===== src/rtl/tx_phase_pkg.sv =====
// rtl/tx_phase_pkg.sv - shared widths, types and constants for tx_phase_comps
package tx_phase_pkg;

    localparam int DW   = 16;   // sample width
    localparam int CW   = 16;   // coefficient component width
    localparam int PW   = 33;   // product-sum width
    localparam int FRAC = 15;   // Q1.15 fraction bits

    // Imaginary part in the upper half so a coefficient word {imag, real}
    // casts straight onto this type.
    typedef struct packed {
        logic signed [DW-1:0] im;
        logic signed [DW-1:0] re;
    } cplx16_t;

    typedef enum logic {
        IDLE   = 1'b0,
        ACTIVE = 1'b1
    } frame_state_t;

    // 1.0 + j0 in Q1.15
    localparam logic [2*CW-1:0] COEF_UNITY = 32'h0000_7FFF;

    // Sideband that travels alongside each beat through the pipeline
    typedef struct packed {
        logic       valid;
        logic       sop;
        logic       eop;
        logic [3:0] sym;
        logic [7:0] slot;
    } side_t;

endpackage


===== src/rtl/cmult_rnd.sv =====
// rtl/cmult_rnd.sv - 3-stage complex multiply with round-half-up and 16-bit reduction
//
// Ports:
//   clk, rst_n : clock, asynchronous active-low reset
//   a          : sample (registered upstream, stage S1)
//   c          : Q1.15 coefficient (registered upstream, stage S1)
//   y          : rounded, reduced product, valid three cycles after a/c
//
// Macro TX_PHASE_SAT_EN: saturate to [-32768, 32767]; otherwise wrap to 16 bits.
module cmult_rnd
    import tx_phase_pkg::*;
(
    input  logic    clk,
    input  logic    rst_n,
    input  cplx16_t a,
    input  cplx16_t c,
    output cplx16_t y
);

    localparam logic [PW:0]             HALF  = (PW+1)'(1) << (FRAC-1);
    localparam logic signed [PW-FRAC:0] Q_MAX = (PW-FRAC+1)'(2**(DW-1) - 1);
    localparam logic signed [PW-FRAC:0] Q_MIN = ~Q_MAX;

    logic signed [DW+CW-1:0] p_rr, p_ii, p_ri, p_ir;
    logic signed [PW-1:0]    sum_re, sum_im;

    // Round half-up, then drop FRAC bits and reduce to DW bits.
    function automatic logic [DW-1:0] reduce(input logic signed [PW-1:0] s);
        logic signed [PW:0]      rnd;
        logic signed [PW-FRAC:0] q;
        rnd = {s[PW-1], s} + HALF;
        q   = rnd[PW:FRAC];
`ifdef TX_PHASE_SAT_EN
        if (q > Q_MAX)
            return Q_MAX[DW-1:0];
        else if (q < Q_MIN)
            return Q_MIN[DW-1:0];
        else
            return q[DW-1:0];
`else
        return q[DW-1:0];
`endif
    endfunction

    always_ff @(posedge clk or negedge rst_n) begin
        if (!rst_n) begin
            p_rr   <= '0;
            p_ii   <= '0;
            p_ri   <= '0;
            p_ir   <= '0;
            sum_re <= '0;
            sum_im <= '0;
            y      <= '0;
        end else begin
            // S2: four 16x16 products
            p_rr <= $signed(a.re) * $signed(c.re);
            p_ii <= $signed(a.im) * $signed(c.im);
            p_ri <= $signed(a.re) * $signed(c.im);
            p_ir <= $signed(a.im) * $signed(c.re);
            // S3: sign-extend to PW and combine
            sum_re <= {p_rr[DW+CW-1], p_rr} - {p_ii[DW+CW-1], p_ii};
            sum_im <= {p_ri[DW+CW-1], p_ri} + {p_ir[DW+CW-1], p_ir};
            // S4: round and reduce
            y.re <= reduce(sum_re);
            y.im <= reduce(sum_im);
        end
    end

endmodule


===== src/rtl/tx_phase_comps.sv =====
// rtl/tx_phase_comps.sv - TX per-symbol phase pre-compensation (framing, counters, coefficient latch)
//
// Ports:
//   clk, rst_n                     : clock, asynchronous active-low reset
//   frame_sync                     : next sop is symbol 0 of slot 0
//   din_valid/sop/eop/real/imag    : framed IQ input, no backpressure
//   coef_data[COEF_NUM]            : {imag, real} Q1.15 coefficient bank
//   dout_valid/sop/eop/real/imag   : compensated IQ, 4 cycles after input
//   dout_symbol, dout_slot         : indices the beat was tagged with on entry
//   proto_err                      : one-cycle pulse, one cycle after a framing violation
//
// Macro TX_PHASE_SAT_EN (applied in cmult_rnd): saturate instead of wrap.
module tx_phase_comps
    import tx_phase_pkg::*;
#(
    parameter int COEF_NUM = 28,
    parameter int SYM_NUM  = 14,
    parameter int SLOT_NUM = 20
) (
    input  logic        clk,
    input  logic        rst_n,
    input  logic        frame_sync,
    input  logic        din_valid,
    input  logic        din_sop,
    input  logic        din_eop,
    input  logic [15:0] din_real,
    input  logic [15:0] din_imag,
    input  logic [31:0] coef_data [COEF_NUM-1:0],
    output logic        dout_valid,
    output logic        dout_sop,
    output logic        dout_eop,
    output logic [15:0] dout_real,
    output logic [15:0] dout_imag,
    output logic [3:0]  dout_symbol,
    output logic [7:0]  dout_slot,
    output logic        proto_err
);

    frame_state_t state, base_state, state_nxt;
    logic [3:0]   sym_cnt, base_sym, cur_sym, sym_nxt;
    logic [7:0]   slot_cnt, base_slot, cur_slot, slot_nxt;
    logic         beat_sop, implicit_eop, fwd, err_nxt;
    logic [7:0]   coef_idx;
    logic [31:0]  coef_sel;
    side_t        side_in;
    side_t        side_q [4];
    cplx16_t      s1_a, s1_c, mult_y;

    // Next symbol/slot position after a symbol end: returns {slot, sym}.
    function automatic logic [11:0] advance(input logic [3:0] sym, input logic [7:0] slot);
        logic [3:0] s;
        logic [7:0] l;
        l = slot;
        if (sym == 4'(SYM_NUM - 1)) begin
            s = '0;
            l = (slot == 8'(SLOT_NUM - 1)) ? '0 : slot + 8'd1;
        end else begin
            s = sym + 4'd1;
        end
        return {l, s};
    endfunction

    always_comb begin
        // frame_sync takes effect on the beat it arrives with
        base_state = frame_sync ? IDLE : state;
        base_sym   = frame_sync ? '0 : sym_cnt;
        base_slot  = frame_sync ? '0 : slot_cnt;

        beat_sop     = din_valid & din_sop;
        // sop inside a symbol closes the previous one first
        implicit_eop = beat_sop & (base_state == ACTIVE);
        if (implicit_eop)
            {cur_slot, cur_sym} = advance(base_sym, base_slot);
        else
            {cur_slot, cur_sym} = {base_slot, base_sym};

        fwd     = din_valid & ((base_state == ACTIVE) | din_sop);
        err_nxt = din_valid & (((base_state == IDLE) & ~din_sop) | implicit_eop);

        state_nxt = base_state;
        if (beat_sop & ~din_eop)
            state_nxt = ACTIVE;
        else if (fwd & din_eop)
            state_nxt = IDLE;

        if (fwd & din_eop)
            {slot_nxt, sym_nxt} = advance(cur_sym, cur_slot);
        else
            {slot_nxt, sym_nxt} = {cur_slot, cur_sym};

        // Slot 0 uses the first SYM_NUM entries, every other slot the next SYM_NUM.
        coef_idx = {4'd0, cur_sym} + ((cur_slot != '0) ? 8'(SYM_NUM) : 8'd0);
        coef_sel = COEF_UNITY;
        for (int i = 0; i < COEF_NUM; i++) begin
            if (coef_idx == 8'(i))
                coef_sel = coef_data[i];
        end

        side_in.valid = fwd;
        side_in.sop   = fwd & din_sop;
        side_in.eop   = fwd & din_eop;
        side_in.sym   = cur_sym;
        side_in.slot  = cur_slot;
    end

    // S1: framing FSM, counters, input register, coefficient latch, sideband delay
    always_ff @(posedge clk or negedge rst_n) begin
        if (!rst_n) begin
            state     <= IDLE;
            sym_cnt   <= '0;
            slot_cnt  <= '0;
            proto_err <= 1'b0;
            s1_a      <= '0;
            s1_c      <= '0;
            for (int i = 0; i < 4; i++)
                side_q[i] <= '0;
        end else begin
            state     <= state_nxt;
            sym_cnt   <= sym_nxt;
            slot_cnt  <= slot_nxt;
            proto_err <= err_nxt;
            if (fwd)
                s1_a <= cplx16_t'({din_imag, din_real});
            // coefficient is held for the whole symbol
            if (fwd & din_sop)
                s1_c <= cplx16_t'(coef_sel);
            side_q[0] <= side_in;
            for (int i = 1; i < 4; i++)
                side_q[i] <= side_q[i-1];
        end
    end

    cmult_rnd u_cmult (
        .clk   (clk),
        .rst_n (rst_n),
        .a     (s1_a),
        .c     (s1_c),
        .y     (mult_y)
    );

    assign dout_valid  = side_q[3].valid;
    assign dout_sop    = side_q[3].sop;
    assign dout_eop    = side_q[3].eop;
    assign dout_symbol = side_q[3].sym;
    assign dout_slot   = side_q[3].slot;
    assign dout_real   = mult_y.re;
    assign dout_imag   = mult_y.im;

endmodule


===== config.mk =====
export PLATFORM = sky130hd
export DESIGN_NAME = tx_phase_comps
export DESIGN_NICKNAME = d
export VERILOG_FILES = /design/src/rtl/tx_phase_pkg.sv /design/src/rtl/cmult_rnd.sv /design/src/rtl/tx_phase_comps.sv
export SDC_FILE = /design/constraint.sdc
export NUM_CORES = 2
export LEC_CHECK = 0
export BUFFER_PORTS_ARGS = -buffer_cell sky130_fd_sc_hd__buf_2
export CORE_AREA = 8 8 444 446
export CTS_CLUSTER_SIZE = 12
export DETAILED_ROUTE_END_ITERATION = 10
export DIE_AREA = 0 0 452 454
export PLACE_DENSITY = 0.52
export SLEW_MARGIN = 20
export SYNTH_ARGS = -nofsm -noshare
export SYNTH_HDL_FRONTEND = slang
export SYNTH_SLANG_ARGS = --single-unit

===== constraint.sdc =====
create_clock -name clk -period 8.85 [get_ports clk]
set_input_delay 0.885 -clock clk [delete_from_list [all_inputs] [get_ports clk]]
set_output_delay 0.885 -clock clk [all_outputs]
set_load 0.1 [all_outputs]

Word level (Yosys, flattened, before mapping)
Index checks and enable logic that the tools add are counted.
- equality and inequality tests: 31
- reductions and logical operators: 2
- $add $sub $neg: 9
- muxes and demuxes: 44
- bitwise logic cells: 13
- $mul: 4
- operators with widths (operator ; number):
    2-to-1 mux 32 bit ; 28
    multiplier 16 x 16 -> 31 bit ; 4
    adder 31 x 16 -> 31 bit (second input constant) ; 2
    equality test 5 bit (second input constant) ; 12
    2-to-1 mux 8 bit ; 7
    equality test 5 x 4 -> 1 bit (second input constant) ; 8
    adder 31 bit ; 1
    subtractor 31 bit ; 1
    2-to-1 mux 4 bit ; 6
    equality test 5 x 3 -> 1 bit (second input constant) ; 4
    adder 8 x 1 -> 8 bit (second input constant) ; 2
    equality test 8 x 5 -> 1 bit (second input constant) ; 2
    equality test 5 x 2 -> 1 bit (second input constant) ; 2
    adder 4 x 1 -> 4 bit (second input constant) ; 2
    bitwise AND 1 bit ; 8
    equality test 4 bit (second input constant) ; 2
    zero test 8 bit ; 1
    nonzero test 8 bit ; 1
    adder 4 x 4 -> 5 bit ; 1
    equality test 5 x 1 -> 1 bit (second input constant) ; 1
    2-to-1 mux 1 bit ; 3
    NOT 1 bit ; 3
    bitwise OR 1 bit ; 2
- output and inout bits: 48
- word-level logic and storage cells: 139
- input port bits: 934
- register bits after elaboration: 356

Longest topological paths before layout
- depth in word-level cells: 37
- depth in mapped cells: 28
- depth with buffers taken out: 24

Modules after synthesis
A second synthesis with hierarchy kept.
- cells, all modules: 6464
- area, all modules: 58383.5 µm²
- by module, submodules not included (module ; times used ; cells an instance ; area an instance (µm²)):
    cmult_rnd ; 1 ; 4801 ; 45553.7
    tx_phase_comps ; 1 ; 1663 ; 12829.8

Worst setup path before layout
OpenSTA, ideal clock, no wires.
- kind: flip-flop to flip-flop
- start point: register s1_c[1] (netlist name)
- end point: register u_cmult.p_ir[29]
- arrival: 6036 ps
- data required time: 8712 ps
- stages on the path, launching flop included: 24
- path slack: 2676 ps
- path through: dfrtp_1 -> clkbuf_1 -> nand2_1 -> fa_1 -> inv_1 -> fa_1 -> inv_1 -> fa_1 -> inv_1 -> fa_1 -> inv_1 -> fa_1 -> inv_1 -> fa_1 -> ha_1 -> o21a_1 -> o311a_1 -> o211ai_1 -> a211oi_1 -> o211ai_1 -> a211oi_1 -> o41a_1 -> mux2i_1 -> o2111ai_1
- cells in the longest elaborated chain, start to end: 1
- RTL lines (item ; line ; RTL):
    from (decl) ; tx_phase_comps.sv:47 ; cplx16_t s1_a, s1_c, mult_y;
    from (signal assigned) ; tx_phase_comps.sv:126 ; s1_c <= cplx16_t'(coef_sel);
    multiplier 16 x 16 -> 31 bit ; cmult_rnd.sv:59 ; p_ir <= $signed(a.im) * $signed(c.re);
    to (signal assigned) ; cmult_rnd.sv:59 ;
    to (decl) ; cmult_rnd.sv:24 ; logic signed [DW+CW-1:0] p_rr, p_ii, p_ri, p_ir;
No other way between the ends.
A chain may end at the register's enable or synchronous reset.

Worst setup path after layout
- start point: input port frame_sync
- end point: register s1_c[9] (netlist name)
- cells in the longest elaborated chain, start to end: 37
- elaborated cells between the ends (all ways): 75
- RTL lines (item ; line ; RTL):
    from (decl) ; tx_phase_comps.sv:22 ; input logic frame_sync,
    2-to-1 mux 8 bit ; tx_phase_comps.sv:67 ; base_slot = frame_sync ? '0 : slot_cnt;
    adder 8 x 1 -> 8 bit / equality test 8 x 5 -> 1 bit (equally long branches) ; tx_phase_comps.sv:56 ; l = (slot == 8'(SLOT_NUM - 1)) ? '0 : slot + 8'd1;
    2-to-1 mux 8 bit ; tx_phase_comps.sv:56 ;
    2-to-1 mux 8 bit ; tx_phase_comps.sv:54 ; if (sym == 4'(SYM_NUM - 1)) begin
    2-to-1 mux 8 bit (*) ; tx_phase_comps.sv:72 ; if (implicit_eop)
    via cur_slot[3] ; tx_phase_comps.sv:41 ; logic [7:0] slot_cnt, base_slot, cur_slot, slot_nxt;
    nonzero test 8 bit (*) ; tx_phase_comps.sv:92 ; coef_idx = {4'd0, cur_sym} + ((cur_slot != '0) ? 8'(SYM_NUM) : 8'd0);
    2-to-1 mux 4 bit (*) ; tx_phase_comps.sv:92 ;
    adder 4 x 4 -> 5 bit (*) ; tx_phase_comps.sv:92 ;
    zero test 8 bit ; tx_phase_comps.sv:95 ; if (coef_idx == 8'(i))
    2-to-1 mux 32 bit (27 in a row) ; tx_phase_comps.sv:95 ;
    2-to-1 mux 32 bit (*) ; tx_phase_comps.sv:95 ;
The timed path passes the listed nets; every way through them passes the cells marked *.

==> load_flow_metrics.sql <==
INSERT INTO impl_metrics (metric_group, metric, value, unit) VALUES
('run', 'maxCapViolCount', '0', ''),
('clock_network', 'cts_inserted_buffers', '42', ''),
('logic_synthesis', 'synth_sequential_area_ratio', '0.145', ''),
('logic_synthesis', 'postSynthRegisterBits', '328', ''),
('timing', 'timing.slew.headroom', '0.106', ''),
('global_route', 'first_pass_grt_wire_length', '467', 'mm'),
('timing', 'clock.fmax', '0.131', 'GHz'),
('clock_network', 'clk-insertion-delay-late', '0.68', 'ns'),
('die', 'placeableCoreArea', '190000', 'um2'),
('logic_synthesis', 'postSynthNetCount', '8544', ''),
('timing', 'timing_max_transition_violations_final', '0', ''),
('timing', 'final_cycle_share', '0.860', ''),
('routing', 'post_drt_wl_per_cell', '35.8', 'um'),
('logic_synthesis', 'synth_area_per_cell', '9.15', 'um2'),
('logic_synthesis', 'synth_ff_type', 'sky130_fd_sc_hd__dfrtp_1', ''),
('global_route', 'global_route.usage.total', '0.334', ''),
('global_route', 'grt_max_degree', '132', ''),
('die', 'io_pins', '982', ''),
('logic_synthesis', 'synth_cells', '6199', ''),
('timing', 'finalHoldViolCount', '0', ''),
('timing', 'timing.hold.ws', '0.287', 'ns'),
('timing', 'worst_slew_pin_slew', '1.34', 'ns'),
('cells_and_area', 'num-fill-cells', '19700', ''),
('worst_setup_path', 'crit_type', 'primary input to register', ''),
('placement', 'postPlaceCellArea', '64900', 'um2'),
('logic_synthesis', 'synth-edff-count', '0', ''),
('logic_synthesis', 'synth.cell_area', '56700', 'um2'),
('cells_and_area', 'most_frequent_standard_cell_in_the_layout_excluding_fill_and_tap_cells', 'sky130_fd_sc_hd__inv_1', ''),
('timing', 'finalWorstSetupSlack', '1.24', 'ns'),
('worst_setup_path', 'worst-r2r-setup-slack', '1.28', 'ns'),
('worst_setup_path', 'crit_path_launch_type', 'primary input', ''),
('worst_setup_path', 'crit_path_end_kind', 'register', ''),
('die', 'floorplan.die.width', '452', 'um'),
('worst_setup_path', 'critical_path_peak_fanout', '13', ''),
('worst_setup_path', 'worst-endpoint-required', '9.35', 'ns'),
('logic_synthesis', 'yosysWarnings', '0', ''),
('die', 'die_area', '205000', 'um2'),
('worst_hold_path', 'worstHoldPathType', 'primary input to async pin', ''),
('timing', 'rsz0062_at_grt', 'no', ''),
('die', 'die_height', '454', 'um'),
('clock_network', 'cts.reportedPaths.clkPinSlew', '0.06', 'ns'),
('worst_setup_path', 'worstReg2RegStart', 'sym_cnt[0]', ''),
('routing', 'drt_wl_total', '347', 'mm'),
('placement', 'dpl_hpwl', '298', 'mm'),
('cells_and_area', 'area_growth_syn_to_layout', '17.5', '%'),
('routing', '1st_iter_drt_viols', '4401', ''),
('routing', 'viasPerCell', '5.35', ''),
('placement', 'detailedPlace.worstSlack', '0.892', 'ns'),
('clock_network', 'cts_root_buffer', 'sky130_fd_sc_hd__clkbuf_16', ''),
('timing', 'final_period_minus_worst_setup_slack', '7.61', 'ns'),
('cells_and_area', 'area.sequential', '8230', 'um2'),
('timing', 'setup_failing_eps_final', '0', ''),
('routing', 'drt.antenna.violating_nets', '0', ''),
('clock_network', 'cts_buffer_depth', '3', ''),
('timing', 'max_clock_skew', '0.0704', 'ns'),
('clock_network', 'htreeDepth', '2', ''),
('cells_and_area', 'most-common-layout-cells', 'sky130_fd_sc_hd__inv_1 (1157), sky130_fd_sc_hd__fa_1 (1024), sky130_fd_sc_hd__buf_2 (980), sky130_fd_sc_hd__nand2_1 (749), sky130_fd_sc_hd__and2_1 (405)', ''),
('logic_synthesis', 'synth_async_sr_flop_share', '1.00', ''),
('global_route', 'grt_overflow_total', '0', ''),
('clock_network', 'cts_post_setup_buffers_inserted', '0', ''),
('global_route', 'grt_antenna_before_repair', '127', ''),
('status', 'run_status', 'finished clean', ''),
('routing', 'drc', '0', ''),
('die', 'floorplan.initialDensity', '0.299', ''),
('clock_network', 'holdBufCountCts', '0', ''),
('clock_network', 'postcts_resize_cnt', '0', ''),
('cells_and_area', 'finish.net_count', '9415', ''),
('placement', 'gpl.final_weighted_congestion', '1.11', ''),
('global_route', 'first_global_vias', '53665', ''),
('routing', 'detailedRoute.firstPassIterationCount', '7', ''),
('cells_and_area', 'final_design_area_no_fill', '66700', 'um2'),
('logic_synthesis', 'synth_cell_type_count', '94', ''),
('clock_network', 'tritoncts', 'done', ''),
('cells_and_area', 'final_layout_size_suffix_gt1_frac', '0.192', ''),
('clock_network', 'cts_sinks', '328', ''),
('cells_and_area', 'multiInputGateArea', '43100', 'um2'),
('worst_setup_path', 'worstPathArrival', '8.11', 'ns'),
('worst_setup_path', 'critical_path.startpoint', 'frame_sync', ''),
('timing', 'final.setup.tns', '0', 'ns'),
('die', 'std_cell_rows', '160', ''),
('routing', 'route.vias.total', '51903', ''),
('placement', 'placement.io_buffers', '981', '');
flip-flops by register name, summed over array words and instances (netlist names):
register	flops
proto_err	1
u_cmult.p_rr	31
slot_cnt	8
dout_valid	1
s1_a	32
u_cmult.p_ii	31
state	1
dout_symbol	4
sym_cnt	4
u_cmult.sum_im	17
u_cmult.sum_re	17
u_cmult.p_ir	31
s1_c	32
side_q	45
dout_slot	8
dout_eop	1
u_cmult.p_ri	31
u_cmult.y	32
dout_sop	1
metrics by stage:
stage | utilization | instances
CTS | 0.350 | 9609
finish | 0.352 | 9694
global placement | 0.342 | 9534
detailed placement | 0.342 | 9534
global route | 0.351 | 9642
floorplan | - | 6199
synth_stat cells, types with 45 or more instances:
| cell type | n | area share |
|---|---|---|
| sky130_fd_sc_hd__xor2_1 | 47 | 0.0073 |
| sky130_fd_sc_hd__nand2_1 | 753 | 0.050 |
| sky130_fd_sc_hd__nand2b_1 | 72 | 0.0079 |
| sky130_fd_sc_hd__dfrtp_1 | 328 | 0.14 |
| sky130_fd_sc_hd__o221ai_1 | 45 | 0.0069 |
| sky130_fd_sc_hd__a21oi_1 | 196 | 0.017 |
| sky130_fd_sc_hd__nand3_1 | 77 | 0.0068 |
| sky130_fd_sc_hd__inv_1 | 1157 | 0.077 |
| sky130_fd_sc_hd__xnor2_1 | 169 | 0.026 |
| sky130_fd_sc_hd__fa_1 | 1025 | 0.36 |
| sky130_fd_sc_hd__nor2_1 | 218 | 0.014 |
| sky130_fd_sc_hd__ha_1 | 386 | 0.085 |
| sky130_fd_sc_hd__nor3_1 | 74 | 0.0065 |
| sky130_fd_sc_hd__clkbuf_1 | 257 | 0.017 |
| sky130_fd_sc_hd__and2_1 | 406 | 0.045 |
| sky130_fd_sc_hd__o21ai_0 | 140 | 0.012 |
| sky130_fd_sc_hd__o22ai_1 | 152 | 0.017 |
worst paths after layout:
kind,endpoint,cells past startpoint
max,s1_c[9],23
max in group asynchronous,side_q[48],2
min in group clk,side_q[38],0
min reg2reg,side_q[38],0
max reg2reg,s1_c[9],21
min,u_cmult.y[23],1
cells by family (layout without fill, tap and decap cells):
kind of cell,Yosys count,in the layout,synth area share
DFF,328,328,0.145
buffers and inverters,1484,2386,0.100
and+or+nand+nor,1754,1754,0.149
adders and majority gates,1411,1411,0.447
AOI/OAI and AO/OA,951,951,0.114
xor gates and xnor gates,218,218,0.0339
muxes,53,53,0.0106
other,0,82,0
worst max-delay path, stage by stage:
cell and delay [ns]:
sky130_fd_sc_hd__buf_2 0.20, sky130_fd_sc_hd__nor2b_1 0.28, sky130_fd_sc_hd__ha_1 0.20, sky130_fd_sc_hd__inv_1 0.06
sky130_fd_sc_hd__nor4_1 0.30, sky130_fd_sc_hd__nand2_1 0.17, sky130_fd_sc_hd__a21oi_1 0.20, sky130_fd_sc_hd__a21oi_1 0.19
sky130_fd_sc_hd__or3_1 0.39, sky130_fd_sc_hd__nor3_1 0.35, sky130_fd_sc_hd__nand3b_1 0.32, sky130_fd_sc_hd__ha_4 0.29
sky130_fd_sc_hd__fa_2 0.61, sky130_fd_sc_hd__buf_4 0.25, sky130_fd_sc_hd__nand2b_1 0.44, sky130_fd_sc_hd__nor2_1 0.42
sky130_fd_sc_hd__nand3_1 0.77, sky130_fd_sc_hd__o22ai_1 0.36, sky130_fd_sc_hd__nor4_1 0.09, sky130_fd_sc_hd__a221o_1 0.39
sky130_fd_sc_hd__a222oi_1 0.55, sky130_fd_sc_hd__a2bb2oi_1 0.26, sky130_fd_sc_hd__o21ai_1 0.10
final cells by class:
class / count / share of cell area
diodes: 82 / 0.00308
flip-flops and latches: 328 / 0.123
clock inverters: 21 / 0.00512
clock buffers: 54 / 0.0167
well taps: 2511 / 0.0471
repair buffers: 1151 / 0.0933
inverters: 1160 / 0.0654
multi-input cells: 4387 / 0.646
metal layers:
| metal | wire, um | global-route usage | up-vias |
|---|---|---|---|
| met5 | 230 | 0 | - |
| li1 | - | - | 21529 |
| met4 | 43800 | 0.343 | 36 |
| met2 | 169000 | 0.557 | 2583 |
| met1 | 114000 | 0.335 | 26767 |
| met3 | 20400 | 0.0760 | 988 |
Power is not shown: default switching activity piles up to over one toggle a cycle in this logic, so the estimate is an artifact.
